$ cat config.mk
export PLATFORM = sky130hd
export DESIGN_NAME = bus_cycle_ctrl_flat
export DESIGN_NICKNAME = d
export VERILOG_FILES = /design/src/rtl/bus_cycle_ctrl_if.sv /design/src/rtl/bus_cycle_ctrl.sv /design/src/flat_wrapper.sv
export SDC_FILE = /design/constraint.sdc
export NUM_CORES = 1
export LEC_CHECK = 0
export BUFFER_PORTS_ARGS = -buffer_cell sky130_fd_sc_hd__buf_2
export CAP_MARGIN = 20
export CORE_MARGIN = 10
export CORE_UTILIZATION = 48
export CTS_BUF_LIST = sky130_fd_sc_hd__clkbuf_4 sky130_fd_sc_hd__clkbuf_8 sky130_fd_sc_hd__clkbuf_16
export CTS_CLUSTER_SIZE = 24
export DETAILED_ROUTE_END_ITERATION = 10
export PLACE_DENSITY = 0.75
export SLEW_MARGIN = 20
export SYNTH_ARGS = -nofsm -noshare
export SYNTH_HDL_FRONTEND = slang
export SYNTH_SLANG_ARGS = --single-unit
$ cat constraint.sdc
create_clock -name phi1 -period 2.1 [get_ports phi1]
set_clock_uncertainty 0.2 [all_clocks]
set_input_delay 0.315 -clock phi1 [delete_from_list [all_inputs] [get_ports phi1]]
set_output_delay 0.315 -clock phi1 [all_outputs]
set_load 0.005 [all_outputs]
$ cat src/rtl/bus_cycle_ctrl_if.sv
// Request-side and 8085 pin-side signals of the bus cycle controller.
// slave is the controller's view; master is the sequencer/pin-driver view.
interface bus_cycle_ctrl_if #(
  parameter int unsigned ADDR_W = 16,
  parameter int unsigned DATA_W = 8
);
  logic              cyc_req;
  logic [2:0]        cyc_type;
  logic              cyc_long;
  logic [ADDR_W-1:0] cyc_addr;
  logic [DATA_W-1:0] cyc_wdata;
  logic              cyc_ack;
  logic              cyc_done;
  logic [DATA_W-1:0] rd_data;
  logic              rd_valid;
  logic              bus_err;
  logic              busy;
  logic [DATA_W-1:0] ad_in;
  logic [DATA_W-1:0] ad_out;
  logic              ad_oe;
  logic [ADDR_W-9:0] a_hi;
  logic              ctrl_oe;
  logic              ALE;
  logic              RDn;
  logic              WRn;
  logic              IOMn;
  logic              S1;
  logic              S0;
  logic              ready;
  logic              hold;
  logic              hlda;
  logic [3:0]        t_state;

  modport slave (
    input  cyc_req, cyc_type, cyc_long, cyc_addr, cyc_wdata, ad_in, ready, hold,
    output cyc_ack, cyc_done, rd_data, rd_valid, bus_err, busy, ad_out, ad_oe,
           a_hi, ctrl_oe, ALE, RDn, WRn, IOMn, S1, S0, hlda, t_state
  );

  modport master (
    output cyc_req, cyc_type, cyc_long, cyc_addr, cyc_wdata, ad_in, ready, hold,
    input  cyc_ack, cyc_done, rd_data, rd_valid, bus_err, busy, ad_out, ad_oe,
           a_hi, ctrl_oe, ALE, RDn, WRn, IOMn, S1, S0, hlda, t_state
  );
endinterface

$ cat src/rtl/bus_cycle_ctrl.sv
// 8085 external bus sequencer: one machine cycle per request, one T-state per
// phi1 clock, with ready wait states and hold/hlda arbitration.
module bus_cycle_ctrl #(
  parameter int unsigned ADDR_W   = 16,
  parameter int unsigned DATA_W   = 8,
  parameter int unsigned MAX_WAIT = 0
) (
  input  logic phi1,
  input  logic reset,
  bus_cycle_ctrl_if.slave bus
);

  localparam int unsigned W_CNT = (MAX_WAIT > 0) ? $clog2(MAX_WAIT + 1) : 1;

  typedef enum logic [3:0] {
    TIDLE = 4'd0, T1 = 4'd1, T2 = 4'd2, TW = 4'd3, T3 = 4'd4,
    T4 = 4'd5, T5 = 4'd6, T6 = 4'd7, THOLD = 4'd8
  } tstate_e;

  typedef enum logic [2:0] {
    CYC_OPF = 3'd0, CYC_MRD = 3'd1, CYC_MWR = 3'd2, CYC_IORD = 3'd3, CYC_IOWR = 3'd4
  } cyc_e;

  function automatic logic [2:0] status_of(input cyc_e t);
    case (t)
      CYC_OPF:  status_of = 3'b011;
      CYC_MRD:  status_of = 3'b010;
      CYC_MWR:  status_of = 3'b001;
      CYC_IORD: status_of = 3'b110;
      CYC_IOWR: status_of = 3'b101;
      default:  status_of = 3'b000;
    endcase
  endfunction

  tstate_e           r_state, w_state;
  logic              r_pend, w_pend;
  logic              r_hold_go, w_hold_go;
  cyc_e              r_p_type, w_p_type;
  logic              r_p_long, w_p_long;
  logic [ADDR_W-1:0] r_p_addr, w_p_addr;
  logic [DATA_W-1:0] r_p_wdata, w_p_wdata;
  cyc_e              r_type, w_type;
  logic              r_long, w_long;
  logic [DATA_W-1:0] r_wdata, w_wdata;
  logic [W_CNT-1:0]  r_wcnt, w_wcnt;
  logic              r_err, w_err;

  logic              r_ack, w_ack, r_done, w_done, r_rdv, w_rdv, r_berr, w_berr;
  logic              r_busy, w_busy, r_ale, w_ale, r_rdn, w_rdn, r_wrn, w_wrn;
  logic              r_ad_oe, w_ad_oe, r_ctrl_oe, w_ctrl_oe, r_hlda, w_hlda;
  logic [2:0]        r_stat, w_stat;
  logic [DATA_W-1:0] r_ad_out, w_ad_out, r_rd_data, w_rd_data;
  logic [ADDR_W-9:0] r_a_hi, w_a_hi;

  logic w_fin_exit, w_fin_entry, w_accept, w_is_rd, w_timeout;

  always_comb begin
    w_state   = r_state;   w_pend    = r_pend;    w_hold_go = r_hold_go;
    w_p_type  = r_p_type;  w_p_long  = r_p_long;  w_p_addr  = r_p_addr;
    w_p_wdata = r_p_wdata; w_type    = r_type;    w_long    = r_long;
    w_wdata   = r_wdata;   w_wcnt    = r_wcnt;    w_err     = r_err;
    w_ack = 1'b0; w_done = 1'b0; w_rdv = 1'b0; w_berr = 1'b0;
    w_ale = r_ale; w_rdn = r_rdn; w_wrn = r_wrn; w_ad_oe = r_ad_oe;
    w_ctrl_oe = r_ctrl_oe; w_hlda = r_hlda; w_stat = r_stat;
    w_ad_out = r_ad_out; w_a_hi = r_a_hi; w_rd_data = r_rd_data;
    w_fin_exit = 1'b0; w_fin_entry = 1'b0; w_accept = 1'b0;
    w_is_rd    = (r_type != CYC_MWR) && (r_type != CYC_IOWR);
    w_timeout  = (MAX_WAIT > 0) && (r_wcnt == W_CNT'(MAX_WAIT));

    unique case (r_state)
      TIDLE: begin
        if (r_pend)        w_state = T1;
        else if (bus.hold) w_state = THOLD;
        else               w_accept = 1'b1;
      end
      T1: w_state = T2;
      T2, TW: begin
        if (bus.ready) begin
          w_state = T3;
        end else if (r_state == TW && w_timeout) begin
          w_state = T3;
          w_err   = 1'b1;
        end else begin
          w_state = TW;
          w_wcnt  = r_wcnt + W_CNT'(1);
        end
      end
      T3: begin
        if (w_is_rd) begin
          w_rdv     = 1'b1;
          w_rd_data = bus.ad_in;
        end
        if (r_type == CYC_OPF) w_state = T4;
        else                   w_fin_exit = 1'b1;
      end
      T4: begin
        if (r_long) w_state = T5;
        else        w_fin_exit = 1'b1;
      end
      T5: w_state = T6;
      T6: w_fin_exit = 1'b1;
      THOLD: begin
        if (!bus.hold) w_state = TIDLE;
      end
      default: w_state = TIDLE;
    endcase

    if (w_fin_exit) begin
      w_hold_go = 1'b0;
      w_state   = r_pend ? T1 : (r_hold_go ? THOLD : TIDLE);
    end

    // The acceptance decision is registered on the edge entering the final
    // T-state, so cyc_ack is visible during that state and T1 follows directly.
    w_fin_entry = (w_state == T3 && r_type != CYC_OPF) ||
                  (w_state == T4 && !r_long) || (w_state == T6);
    if (w_fin_entry) begin
      w_done = 1'b1;
      w_berr = w_err;
      if (bus.hold) w_hold_go = 1'b1;
      else          w_accept  = 1'b1;
    end

    if (w_accept && bus.cyc_req && bus.cyc_type <= 3'd4) begin
      w_ack     = 1'b1;
      w_pend    = 1'b1;
      w_p_type  = cyc_e'(bus.cyc_type);
      w_p_long  = bus.cyc_long;
      w_p_addr  = bus.cyc_addr;
      w_p_wdata = bus.cyc_wdata;
    end

    unique case (w_state)
      TIDLE: begin
        w_ale = 1'b0; w_rdn = 1'b1; w_wrn = 1'b1; w_ad_oe = 1'b0;
        w_ctrl_oe = 1'b1; w_hlda = 1'b0; w_stat = 3'b000;
      end
      T1: begin
        w_pend  = 1'b0;
        w_type  = r_p_type; w_long = r_p_long; w_wdata = r_p_wdata;
        w_wcnt  = '0;       w_err  = 1'b0;
        w_ale   = 1'b1; w_rdn = 1'b1; w_wrn = 1'b1; w_ad_oe = 1'b1;
        w_ad_out = r_p_addr[7:0];
        w_a_hi   = r_p_addr[ADDR_W-1:8];
        w_stat   = status_of(r_p_type);
      end
      T2: begin
        w_ale = 1'b0;
        if (w_is_rd) begin
          w_rdn = 1'b0; w_ad_oe = 1'b0;
        end else begin
          w_wrn = 1'b0; w_ad_out = r_wdata; w_ad_oe = 1'b1;
        end
      end
      TW, T3: ;
      T4, T5, T6: begin
        w_rdn = 1'b1; w_wrn = 1'b1; w_ad_oe = 1'b0;
      end
      THOLD: begin
        w_hlda = 1'b1; w_ctrl_oe = 1'b0; w_ad_oe = 1'b0; w_ale = 1'b0;
        w_rdn = 1'b1; w_wrn = 1'b1;
      end
      default: ;
    endcase

    w_busy = (w_state != TIDLE) && (w_state != THOLD);
  end

  always_ff @(posedge phi1) begin
    if (reset) begin
      r_state <= TIDLE; r_pend <= 1'b0; r_hold_go <= 1'b0;
      r_p_type <= CYC_OPF; r_p_long <= 1'b0; r_p_addr <= '0; r_p_wdata <= '0;
      r_type <= CYC_OPF; r_long <= 1'b0; r_wdata <= '0; r_wcnt <= '0; r_err <= 1'b0;
      r_ack <= 1'b0; r_done <= 1'b0; r_rdv <= 1'b0; r_berr <= 1'b0; r_busy <= 1'b0;
      r_ale <= 1'b0; r_rdn <= 1'b1; r_wrn <= 1'b1; r_ad_oe <= 1'b0;
      r_ctrl_oe <= 1'b1; r_hlda <= 1'b0; r_stat <= 3'b000;
      r_ad_out <= '0; r_a_hi <= '0; r_rd_data <= '0;
    end else begin
      r_state <= w_state; r_pend <= w_pend; r_hold_go <= w_hold_go;
      r_p_type <= w_p_type; r_p_long <= w_p_long; r_p_addr <= w_p_addr;
      r_p_wdata <= w_p_wdata; r_type <= w_type; r_long <= w_long;
      r_wdata <= w_wdata; r_wcnt <= w_wcnt; r_err <= w_err;
      r_ack <= w_ack; r_done <= w_done; r_rdv <= w_rdv; r_berr <= w_berr;
      r_busy <= w_busy; r_ale <= w_ale; r_rdn <= w_rdn; r_wrn <= w_wrn;
      r_ad_oe <= w_ad_oe; r_ctrl_oe <= w_ctrl_oe; r_hlda <= w_hlda;
      r_stat <= w_stat; r_ad_out <= w_ad_out; r_a_hi <= w_a_hi;
      r_rd_data <= w_rd_data;
    end
  end

  assign bus.cyc_ack  = r_ack;
  assign bus.cyc_done = r_done;
  assign bus.rd_data  = r_rd_data;
  assign bus.rd_valid = r_rdv;
  assign bus.bus_err  = r_berr;
  assign bus.busy     = r_busy;
  assign bus.ad_out   = r_ad_out;
  assign bus.ad_oe    = r_ad_oe;
  assign bus.a_hi     = r_a_hi;
  assign bus.ctrl_oe  = r_ctrl_oe;
  assign bus.ALE      = r_ale;
  assign bus.RDn      = r_rdn;
  assign bus.WRn      = r_wrn;
  assign bus.IOMn     = r_stat[2];
  assign bus.S1       = r_stat[1];
  assign bus.S0       = r_stat[0];
  assign bus.hlda     = r_hlda;
  assign bus.t_state  = r_state;

endmodule

$ cat src/flat_wrapper.sv
// flat-port wrapper written by rule: the top's interface ports become plain ports
module bus_cycle_ctrl_flat 
#(
  parameter int unsigned ADDR_W   = 16,
  parameter int unsigned DATA_W   = 8,
  parameter int unsigned MAX_WAIT = 0
)
  (phi1, reset, bus_cyc_req, bus_cyc_type, bus_cyc_long, bus_cyc_addr, bus_cyc_wdata, bus_ad_in, bus_ready, bus_hold, bus_cyc_ack, bus_cyc_done, bus_rd_data, bus_rd_valid, bus_bus_err, bus_busy, bus_ad_out, bus_ad_oe, bus_a_hi, bus_ctrl_oe, bus_ALE, bus_RDn, bus_WRn, bus_IOMn, bus_S1, bus_S0, bus_hlda, bus_t_state);
  bus_cycle_ctrl_if #(.ADDR_W(ADDR_W), .DATA_W(DATA_W)) bus_i ();
  input  logic phi1;
  input  logic reset;
  input wire logic [$bits(bus_i.cyc_req)-1:0] bus_cyc_req;
  input wire logic [$bits(bus_i.cyc_type)-1:0] bus_cyc_type;
  input wire logic [$bits(bus_i.cyc_long)-1:0] bus_cyc_long;
  input wire logic [$bits(bus_i.cyc_addr)-1:0] bus_cyc_addr;
  input wire logic [$bits(bus_i.cyc_wdata)-1:0] bus_cyc_wdata;
  input wire logic [$bits(bus_i.ad_in)-1:0] bus_ad_in;
  input wire logic [$bits(bus_i.ready)-1:0] bus_ready;
  input wire logic [$bits(bus_i.hold)-1:0] bus_hold;
  output wire logic [$bits(bus_i.cyc_ack)-1:0] bus_cyc_ack;
  output wire logic [$bits(bus_i.cyc_done)-1:0] bus_cyc_done;
  output wire logic [$bits(bus_i.rd_data)-1:0] bus_rd_data;
  output wire logic [$bits(bus_i.rd_valid)-1:0] bus_rd_valid;
  output wire logic [$bits(bus_i.bus_err)-1:0] bus_bus_err;
  output wire logic [$bits(bus_i.busy)-1:0] bus_busy;
  output wire logic [$bits(bus_i.ad_out)-1:0] bus_ad_out;
  output wire logic [$bits(bus_i.ad_oe)-1:0] bus_ad_oe;
  output wire logic [$bits(bus_i.a_hi)-1:0] bus_a_hi;
  output wire logic [$bits(bus_i.ctrl_oe)-1:0] bus_ctrl_oe;
  output wire logic [$bits(bus_i.ALE)-1:0] bus_ALE;
  output wire logic [$bits(bus_i.RDn)-1:0] bus_RDn;
  output wire logic [$bits(bus_i.WRn)-1:0] bus_WRn;
  output wire logic [$bits(bus_i.IOMn)-1:0] bus_IOMn;
  output wire logic [$bits(bus_i.S1)-1:0] bus_S1;
  output wire logic [$bits(bus_i.S0)-1:0] bus_S0;
  output wire logic [$bits(bus_i.hlda)-1:0] bus_hlda;
  output wire logic [$bits(bus_i.t_state)-1:0] bus_t_state;
  assign bus_i.cyc_req = bus_cyc_req;
  assign bus_i.cyc_type = bus_cyc_type;
  assign bus_i.cyc_long = bus_cyc_long;
  assign bus_i.cyc_addr = bus_cyc_addr;
  assign bus_i.cyc_wdata = bus_cyc_wdata;
  assign bus_i.ad_in = bus_ad_in;
  assign bus_i.ready = bus_ready;
  assign bus_i.hold = bus_hold;
  assign bus_cyc_ack = bus_i.cyc_ack;
  assign bus_cyc_done = bus_i.cyc_done;
  assign bus_rd_data = bus_i.rd_data;
  assign bus_rd_valid = bus_i.rd_valid;
  assign bus_bus_err = bus_i.bus_err;
  assign bus_busy = bus_i.busy;
  assign bus_ad_out = bus_i.ad_out;
  assign bus_ad_oe = bus_i.ad_oe;
  assign bus_a_hi = bus_i.a_hi;
  assign bus_ctrl_oe = bus_i.ctrl_oe;
  assign bus_ALE = bus_i.ALE;
  assign bus_RDn = bus_i.RDn;
  assign bus_WRn = bus_i.WRn;
  assign bus_IOMn = bus_i.IOMn;
  assign bus_S1 = bus_i.S1;
  assign bus_S0 = bus_i.S0;
  assign bus_hlda = bus_i.hlda;
  assign bus_t_state = bus_i.t_state;
  bus_cycle_ctrl #(.ADDR_W(ADDR_W), .DATA_W(DATA_W), .MAX_WAIT(MAX_WAIT)) u_core (.phi1(phi1), .reset(reset), .bus(bus_i));
endmodule
## Word level (Yosys, flattened, before mapping)

Cells that the tools add are included.

- Register bits after elaboration: 83
- Output and inout bits: 42
- Input port bits: 41

- Bitwise operators: 1
- Reductions and logical operators: 31
- $lt $le $gt $ge: 1
- Mux-type cells: 37
- Equal/unequal tests: 24

Operators with widths:

| operator | number |
|---|---|
| 4-bit by 3-bit == test with 1-bit output (second input constant) | 8 |
| 4-bit two-way mux | 8 |
| 4-bit case mux with 8 select lines | 1 |
| 1-bit two-way mux | 16 |
| 8-bit case mux with 2 select lines | 1 |
| 3-bit case mux with 5 select lines | 1 |
| 4-bit by 2-bit == test with 1-bit output (second input constant) | 3 |
| 1-bit case mux with 2 select lines | 5 |
| 2-bit nonzero test | 5 |
| 4-bit by 1-bit == test with 1-bit output (second input constant) | 2 |
| 4-bit == test (second input constant) | 2 |
| 4-bit zero test | 2 |
| 8-bit two-way mux | 1 |
| 2-bit AND reduction | 4 |
| 3-bit by 2-bit == test with 1-bit output (second input constant) | 2 |
| 1-bit logical AND | 6 |
| 3-bit zero test | 2 |
| 1-bit case mux with 3 select lines | 2 |
| 3-bit case mux with 2 select lines | 1 |
| 3-bit nonzero test | 2 |
| 2-bit OR reduction | 3 |
| 6-bit OR reduction | 1 |
| 5-bit OR reduction | 1 |
| 4-bit inequality test (second input constant) | 1 |
| other kinds (13) | 14 |

## Depth between registers and ports, before layout

Gate-level depths: netlist of the first run.

- Depth in word-level cells: 12
- Depth in mapped cells: 9
- Depth with buffers taken out: 6

## Worst setup path before layout of the first run

No wires, ideal clock.

- Path type: flip-flop to flip-flop
- From: register u_core.r_state[2] (netlist: u_core.bus.t_state[2])
- To: register u_core.r_ad_out[0] (netlist: u_core.bus.ad_out[0])
- Arrival time: 1.878 ns
- Clock period less this slack: 2.199 ns
- Required time: 1.778 ns
- Slack: -0.099 ns
- Buffers on the path: 1
- Cell stages (with the launch flop): 7
- Cell sequence: dfxtp_1 > or4b_1 > a221o_1 > o211ai_2 > a21oi_4 > buf_6 > o311a_1

- Cells in the longest elaborated chain, start to end: 7
- Elaborated cells between the ends (all ways): 24

Ends and longest elaborated chain:

| what | RTL line | source |
|---|---|---|
| start: declaration | bus_cycle_ctrl.sv:35 | `tstate_e r_state, w_state;` |
| start signal: assignment | bus_cycle_ctrl.sv:179 | `r_state <= w_state; r_pend <= w_pend; r_hold_go <= w_hold_go;` |
| 4-bit by 2-bit == test with 1-bit output / 4-bit two-way mux (equally long branches) | n/a |  |
| 2-bit OR reduction / 4-bit two-way mux (equally long branches) | n/a |  |
| 4-bit case mux with 8 select lines | bus_cycle_ctrl.sv:70 | `unique case (r_state)` |
| 4-bit two-way mux * | bus_cycle_ctrl.sv:108 | `if (w_fin_exit) begin` |
| 4-bit by 2-bit == test with 1-bit output / 4-bit by 1-bit == test with 1-bit output (equally long branches) | bus_cycle_ctrl.sv:133 | `unique case (w_state)` |
| 2-bit inequality test (no line) / 2-bit nonzero test (equally long branches) | n/a |  |
| 2-bit AND reduction (no line) | n/a |  |
| end signal: assignment | bus_cycle_ctrl.sv:186 | `r_stat <= w_stat; r_ad_out <= w_ad_out; r_a_hi <= w_a_hi;` |
| end: declaration | bus_cycle_ctrl.sv:52 | `logic [DATA_W-1:0] r_ad_out, w_ad_out, r_rd_data, w_rd_data;` |

Mark *: on every way between the ends. The rest lies on a longest branch, timed or not.
A chain may end at the register's enable or synchronous reset.

## Worst setup path in the final report of the first run

- From: register u_core.r_type[0]
- To: register u_core.r_p_addr[15]

- Cells in the longest elaborated chain, start to end: 11
- Elaborated cells between the ends (all ways): 17

Ends and longest elaborated chain:

| what | RTL line | source |
|---|---|---|
| start: declaration | bus_cycle_ctrl.sv:42 | `cyc_e r_type, w_type;` |
| start signal: assignment | bus_cycle_ctrl.sv:181 | `r_p_wdata <= w_p_wdata; r_type <= w_type; r_long <= w_long;` |
| 3-bit zero test | bus_cycle_ctrl.sv:93 | `if (r_type == CYC_OPF) w_state = T4;` |
| 4-bit two-way mux / 1-bit two-way mux (equally long branches) | bus_cycle_ctrl.sv:93 |  |
| 4-bit case mux with 8 select lines / 1-bit case mux with 3 select lines (equally long branches) | bus_cycle_ctrl.sv:70 |  |
| 4-bit two-way mux | bus_cycle_ctrl.sv:108 |  |
| 4-bit by 3-bit == test with 1-bit output, on equally long branches | bus_cycle_ctrl.sv:115, bus_cycle_ctrl.sv:116 |  |
| 1-bit logical AND, on equally long branches | bus_cycle_ctrl.sv:115, bus_cycle_ctrl.sv:116 |  |
| 1-bit logical OR | bus_cycle_ctrl.sv:115 | `w_fin_entry = (w_state == T3 && r_type != CYC_OPF) \|\|` |
| 1-bit logical OR * | bus_cycle_ctrl.sv:116 | `(w_state == T4 && !r_long) \|\| (w_state == T6);` |
| 1-bit two-way mux * | bus_cycle_ctrl.sv:117 | `if (w_fin_entry) begin` |
| 1-bit logical AND * (2 in series) | bus_cycle_ctrl.sv:124 | `if (w_accept && bus.cyc_req && bus.cyc_type <= 3'd4) begin` |
| end signal: assignment | bus_cycle_ctrl.sv:180 | `r_p_type <= w_p_type; r_p_long <= w_p_long; r_p_addr <= w_p_addr;` |
| end: declaration | bus_cycle_ctrl.sv:40 | `logic [ADDR_W-1:0] r_p_addr, w_p_addr;` |

Marked as above.

==> impl_metrics.ini, run 1 <==
[worst_setup_path]
worst_ep_arrival_time_ns = 2.34
critPathBufInv = 2
critical_path.max_stage_delay_ns = 0.41
crit-reg2reg-launch = u_core.r_type[0]
startpoint_type = flop
crit_required_ns = 2.19
rrSetupSlack_ns = -0.16
cp_top_family = simple AND/OR/NAND/NOR gates
reg2regPathDepth = 8
critPathMaxFanout = 7
reg2reg_to = u_core.r_p_addr[15]
criticalPathCategory = flop to flop
cp_cell_sequence = or3_4 -> a21oi_4 -> o21ai_4 -> nor3_4 -> o311a_4 -> buf_12 -> clkbuf_16 -> mux2i_1
crit_slowest_cell = or3_4
end_kind = flop

[drt]
avgViaCountPerCell = 5.12
totalWireLength_um = 9920
postRouteAntennaNets = 0
drc_errors = 0
wire_per_inst_um = 16.0
drtIter0Drc = 191
drtPass1Iterations = 4
vias = 3172

[cts]
cts_max_path_buffers = 2
root_buffer = clkbuf_8
clock-sinks = 83
cts_made_buffers = 9
cts_tree = built
clk_latency_ns = 0.36
path_clk_slew_ns = 0.10
cts-htree-levels = 3

[power_and_ir_drop]
leakage_nw = 2.16
pwr_density_cell_mw_per_mm2 = 664
ir_drop_mv = 0.689

[finish]
design_area_mm2 = 0.00503
area_delta_synth_final_pct = 43.5
drive_gt1_frac = 0.352
antenna_cells = 0
multi_input_area_mm2 = 0.00184
seq_area_mm2 = 0.00168
fillerInstances = 544
stdcell_count = 619
nNetsFinal = 556

[die]
boundaryPins = 83
die_x_um = 105
die-height_um = 105
dieArea_mm2 = 0.0111
start_util = 0.489
rows = 31
coreArea_mm2 = 0.00718

[job]
cap_violations = 0

[placed_design]
dp_hpwl_um = 6420
gp_congestion = 0.862
placed_area_mm2 = 0.00426
port_buffers = 81
dp.cells = 568

[global_route]
antenna_found_initial = 0
grt_pass1_wl_um = 15700
grt_max_degree = 27
overflow = 0
grt_use_total = 0.171
grt_pass1_vias = 3263

[sta]
rsz0062_at_grt = yes
finalMaxSlewViolations = 0
finalWorstSetupSlack_ns = -0.156
period_minus_slack_ns = 2.26
setup_viol = 59
hold_viol = 1
timing.hold.ws_ns = -0.000486
tns_ns = -5.63
min_period_over_period = 1.07
max_freq_ghz = 0.443

[yosys]
synthSimpleGateAreaFrac = 0.177
synth_xor_area_frac = 0.00250
netlist_area_mm2 = 0.00351
syn_area_per_cell_um2 = 9.23
synth_warnings = 0
synth_cell_types = 39
yosys.area_share.adder = 0
synth_top_family_by_area = multiplexers
synthMuxAreaShare = 0.183
postSynthCellCount = 380
synth-compound-area-share = 0.114
synth_nets = 421
seq_area_frac_synth = 0.474
ys_ff_latch = 83

[outcome]
run_status = finished, violations left
violations = negative hold slack, negative setup slack

[worst_hold_path]
hold_path.startpoint = bus_ad_in[2]
whs_path_depth = 3
min-delay-path-class = input pin to flop
hold_end = u_core.bus.rd_data[2]
-- cell usage in the layout (no fill, tap or decap), types with 2 or more instances in the layout --
cell type,netlist,routed
inv_6,0,3
nor2_1,45,44
buf_4,6,33
and2_1,5,4
clkbuf_8,0,9
a21oi_4,1,2
clkinvlp_4,0,2
clkbuf_16,0,2
dfxtp_1,83,75
o21ai_0,11,9
o21ai_1,9,9
and3_1,2,2
dfxtp_4,0,3
dfxtp_2,0,5
dlygate4sd3_1,0,24
nand2_1,66,66
nor2b_1,4,3
nor3_1,5,2
nand2b_1,6,4
nor3_2,0,2
o21a_1,4,4
mux2i_2,0,4
o311a_1,9,8
inv_1,6,5
a21oi_1,10,7
mux2i_1,64,60
buf_12,0,8
buf_6,2,2
a211oi_1,2,2
buf_2,4,81
a22oi_2,0,3
nor4b_4,1,2
a21oi_2,0,2
-- worst max-delay path by stage --
| stage | from | end | depth (start not counted) |
|---|---|---|---|
| 6_report | u_core.r_type[0] | u_core.r_p_addr[15] | 8 |
| 5_1_grt | u_core.r_type[2] | u_core.r_p_type[0] | 8 |
| 4_1_cts | u_core.r_type[1] | u_core.bus.ad_out[0] | 6 |
| 3_5_place_dp | u_core.bus.t_state[3] | u_core.bus.a_hi[2] | 7 |
| 3_3_place_gp | u_core.bus.t_state[3] | u_core.r_long | 7 |
| 2_1_floorplan | u_core.r_type[1] | u_core.bus.ad_out[0] | 6 |
-- power by group --
part	internal [mW]	total, mW	switching (mW)	leakage [nW]
registers	1.62	1.66	0.0389	0.677
clock network	0.570	1.21	0.641	0.0988
logic	0.245	0.467	0.222	1.38
-- state kept, by name, summed over array words and instances (netlist names), 3 cells and up --
name / cells
u_core.bus.a_hi: 8
u_core.bus.ad_out: 8
u_core.bus.rd_data: 8
u_core.bus.t_state: 4
u_core.r_p_addr: 16
u_core.r_p_type: 3
u_core.r_p_wdata: 8
u_core.r_stat: 3
u_core.r_type: 3
u_core.r_wdata: 8
-- final cells by class --
cell class / instances / share of cell area
inverter: 6 / 0.00448
timing repair buffer: 152 / 0.230
clock inverter: 7 / 0.0164
clock buffer: 9 / 0.0246
tap: 99 / 0.0246
multi-input combinational: 263 / 0.366
sequential: 83 / 0.334
-- cells by family (layout without fill, tap and decap cells) --
| family | after synthesis | count (layout) |
|---|---|---|
| other cells | 1 | 1 |
| simple gates | 141 | 141 |
| xor+xnor | 1 | 1 |
| mux | 64 | 64 |
| flops | 83 | 83 |
| compound gates | 56 | 56 |
| buf+inv | 34 | 174 |
-- synth_stat cells, drive strengths merged --
cell type  number  area share
dfxtp          83        0.47
nand2          66       0.071
mux2i          64        0.18
nor2           45       0.048
o21ai          20       0.029
clkbuf         15       0.016
buf            13       0.026
a21oi          11       0.019
o311a           9       0.026
inv             6      0.0064
nand2b          6       0.011
and2            5      0.0089
nor3            5      0.0071
nor2b           4      0.0071
o21a            4      0.0086
a22oi           3      0.0064
a211oi          2      0.0043
and3            2      0.0036
nor4            2      0.0036
nor4b           2      0.0093
o211ai          2      0.0057
a221o           1      0.0029
a32oi           1      0.0046
conb            1      0.0011
nand3           1      0.0014
nor3b           1      0.0021
o2111ai         1      0.0025
o211a           1      0.0029
o2bb2a          1      0.0032
or3             1      0.0018
or4b            1      0.0029
xor2            1      0.0025
-- repair_timing --
| action | in CTS | in global routing |
|---|---|---|
| endpoints found under the hold margin | 23 | 1 |
| resized for setup | 19 | 26 |
| setup buffers | 3 | 4 |
| hold buffers | 23 | 1 |
| endpoints found under the setup margin | 64 | 65 |
| pin swaps | 3 | 9 |
| cloned | 2 | 2 |
-- per-stage QoR --
stage	hold WS (ns)	setup WS, ns	utilization	total power [mW]
after floorplan	0.224	-0.0396	-	1.91
after global placement	0.242	-0.137	0.593	2.05
after detailed placement	0.251	-0.217	0.593	2.06
after CTS	0.000358	-0.126	0.676	3.32
after global routing	0.00986	-0.201	0.701	3.47
final	-0.000486	-0.156	0.701	3.34
-- metal layers --
metal | routed length, µm | global-route usage | up-vias | part of all wire
met5 | 0 | 0 | - | 0
met4 | 131 | 0.0627 | 0 | 0.013
met3 | 542 | 0.0512 | 13 | 0.055
met2 | 4850 | 0.284 | 94 | 0.49
met1 | 4400 | 0.206 | 1493 | 0.44
li1 | - | - | 1572 | -
-- worst register-to-register path: cells and delay by family, from the launching register on --
kind	cells	cell delay (ns)
AO/OA/AOI/OAI	3	0.54
buffers and inverters	2	0.28
flip-flops	1	0.35
multiplexers	1	0.17
AND/OR/NAND/NOR	2	0.64
(Power assumes the default switching activity.)
==> inputs of run 2 (changes only) <==
--- a/config.mk
+++ b/config.mk
@@ -13,6 +13,7 @@
 export CTS_CLUSTER_SIZE = 24
 export DETAILED_ROUTE_END_ITERATION = 10
 export PLACE_DENSITY = 0.75
+export SKIP_LAST_GASP = 1
 export SLEW_MARGIN = 20
 export SYNTH_ARGS = -nofsm -noshare
 export SYNTH_HDL_FRONTEND = slang
==> impl_metrics.ini, run 2 (synthesis results as in run 1) <==
[sta]
tightest_slew_ns = 0.501
period_minus_slack_ns = 2.26
hold_viol = 0
finalWorstSetupSlack_ns = -0.159
slew_headroom = 0.665
tns_ns = -5.81
setup_viol = 59
min_period_over_period = 1.08
timing.hold.ws_ns = 0.00364
finalMaxSlewViolations = 0
max_freq_ghz = 0.443
rsz0062_at_grt = yes

[worst_setup_path]
cp_top_family = simple AND/OR/NAND/NOR gates
criticalPathCategory = flop to flop
worst_ep_arrival_time_ns = 2.35
critPathMaxFanout = 7
critPathBufInv = 2
crit_required_ns = 2.19
crit_slowest_cell = or3_4
rrSetupSlack_ns = -0.16
end_kind = flop
cp_cell_sequence = or3_4 -> a21oi_4 -> o21ai_4 -> nor3_4 -> o311a_4 -> buf_12 -> clkbuf_16 -> mux2i_1
critical_path.max_stage_delay_ns = 0.41
startpoint_type = flop

[drt]
drtPass1Iterations = 5
drtIter0Drc = 177
wire_per_inst_um = 15.9
avgViaCountPerCell = 5.11
drc_errors = 0
totalWireLength_um = 9820
postRouteAntennaNets = 0
vias = 3165

[die]
rows = 31
start_util = 0.489
die-height_um = 105
dieArea_mm2 = 0.0111
die_x_um = 105
coreArea_mm2 = 0.00718
boundaryPins = 83

[global_route]
antenna_found_initial = 0
overflow = 0
grt_max_degree = 27
grt_pass1_wl_um = 15700
grt_pass1_vias = 3268
grt_use_total = 0.171

[finish]
area_delta_synth_final_pct = 43.1
antenna_cells = 0
layout_commonest_cell = buf_2
regMostFlops = u_core.r_p_addr
nNetsFinal = 556
mostFrequentLayoutCells = 81 x buf_2, 75 x dfxtp_1, 66 x nand2_1
drive_gt1_frac = 0.348
largest_reg_flops = 16
fillerInstances = 547

[power_and_ir_drop]
ir_drop_mv = 0.686
power_mw = 3.33
pwr_density_cell_mw_per_mm2 = 664
leakage_nw = 2.15

[cts]
cts_tree = built
cts-htree-levels = 3
root_buffer = clkbuf_8
path_clk_slew_ns = 0.10
cts_max_path_buffers = 2
cts_made_buffers = 9
clk_latency_ns = 0.36
clock-sinks = 83

[outcome]
violations = negative setup slack
run_status = finished, violations left

[job]
cap_violations = 0

[placed_design]
gp_congestion = 0.862
dp_hpwl_um = 6420
port_buffers = 81

[worst_hold_path]
min-delay-path-class = input pin to flop
==> run 2: changes by cell type in the layout (fill, tap and decap cells not counted), sizes merged <==
cell,change
clkbuf,-1
buf,+1
==> run 2: power breakdown <==
| group | switching, mW | internal (mW) | leakage, nW | total [mW] |
|---|---|---|---|---|
| Clock | 0.637 | 0.570 | 0.0988 | 1.21 |
| Combinational | 0.218 | 0.244 | 1.38 | 0.462 |
| Sequential | 0.0391 | 1.62 | 0.677 | 1.66 |
==> run 2: cell type report <==
class / instances / area, µm² / area share
multi-input cells: 263 / 1830 / 0.364
flip-flops and latches: 83 / 1680 / 0.335
repair buffers: 152 / 1160 / 0.231
clock buffers: 9 / 124 / 0.0247
well taps: 99 / 124 / 0.0247
clock inverters: 7 / 82.6 / 0.0165
inverters: 6 / 22.5 / 0.00449
==> run 2: worst min-delay path: stages <==
cell	delay, ns
buf_2	0.08
mux2i_1	0.06
nor2_1	0.08
==> run 2: final timing paths <==
path	from	end	cells after the start
worst max-delay path	u_core.r_type[0]	u_core.r_p_addr[15]	8
worst min-delay path	bus_ad_in[2]	u_core.bus.rd_data[2]	3
worst max register to register	u_core.r_type[0]	u_core.r_p_addr[15]	8
worst min register to register	u_core.r_hold_go	u_core.r_hold_go	2
==> run 2: stage by stage <==
stage	instance area, µm²	worst slack [ns]	std cells	util
floorplan	3510	-0.0396	380	-
global placement	4260	-0.137	568	0.593
detailed placement	4260	-0.217	568	0.593
CTS	4830	-0.126	612	0.674
global route	5020	-0.212	619	0.699
finish	5020	-0.159	619	0.699
==> run 2: what timing repair did <==
item                                   CTS  global route
gates cloned                             2             2
hold buffers                            23             1
pin swaps                                3             9
endpoints found under the hold margin   23             1
setup endpoints to repair               64            65
buffers inserted                         3             4
resized for setup                       17            25
==> run 2: routing by layer <==
layer | global-route usage | wire length [µm]
met1 | 0.204 | 4300
met2 | 0.283 | 4820
met3 | 0.0518 | 564
met4 | 0.0627 | 134
met5 | 0 | 0
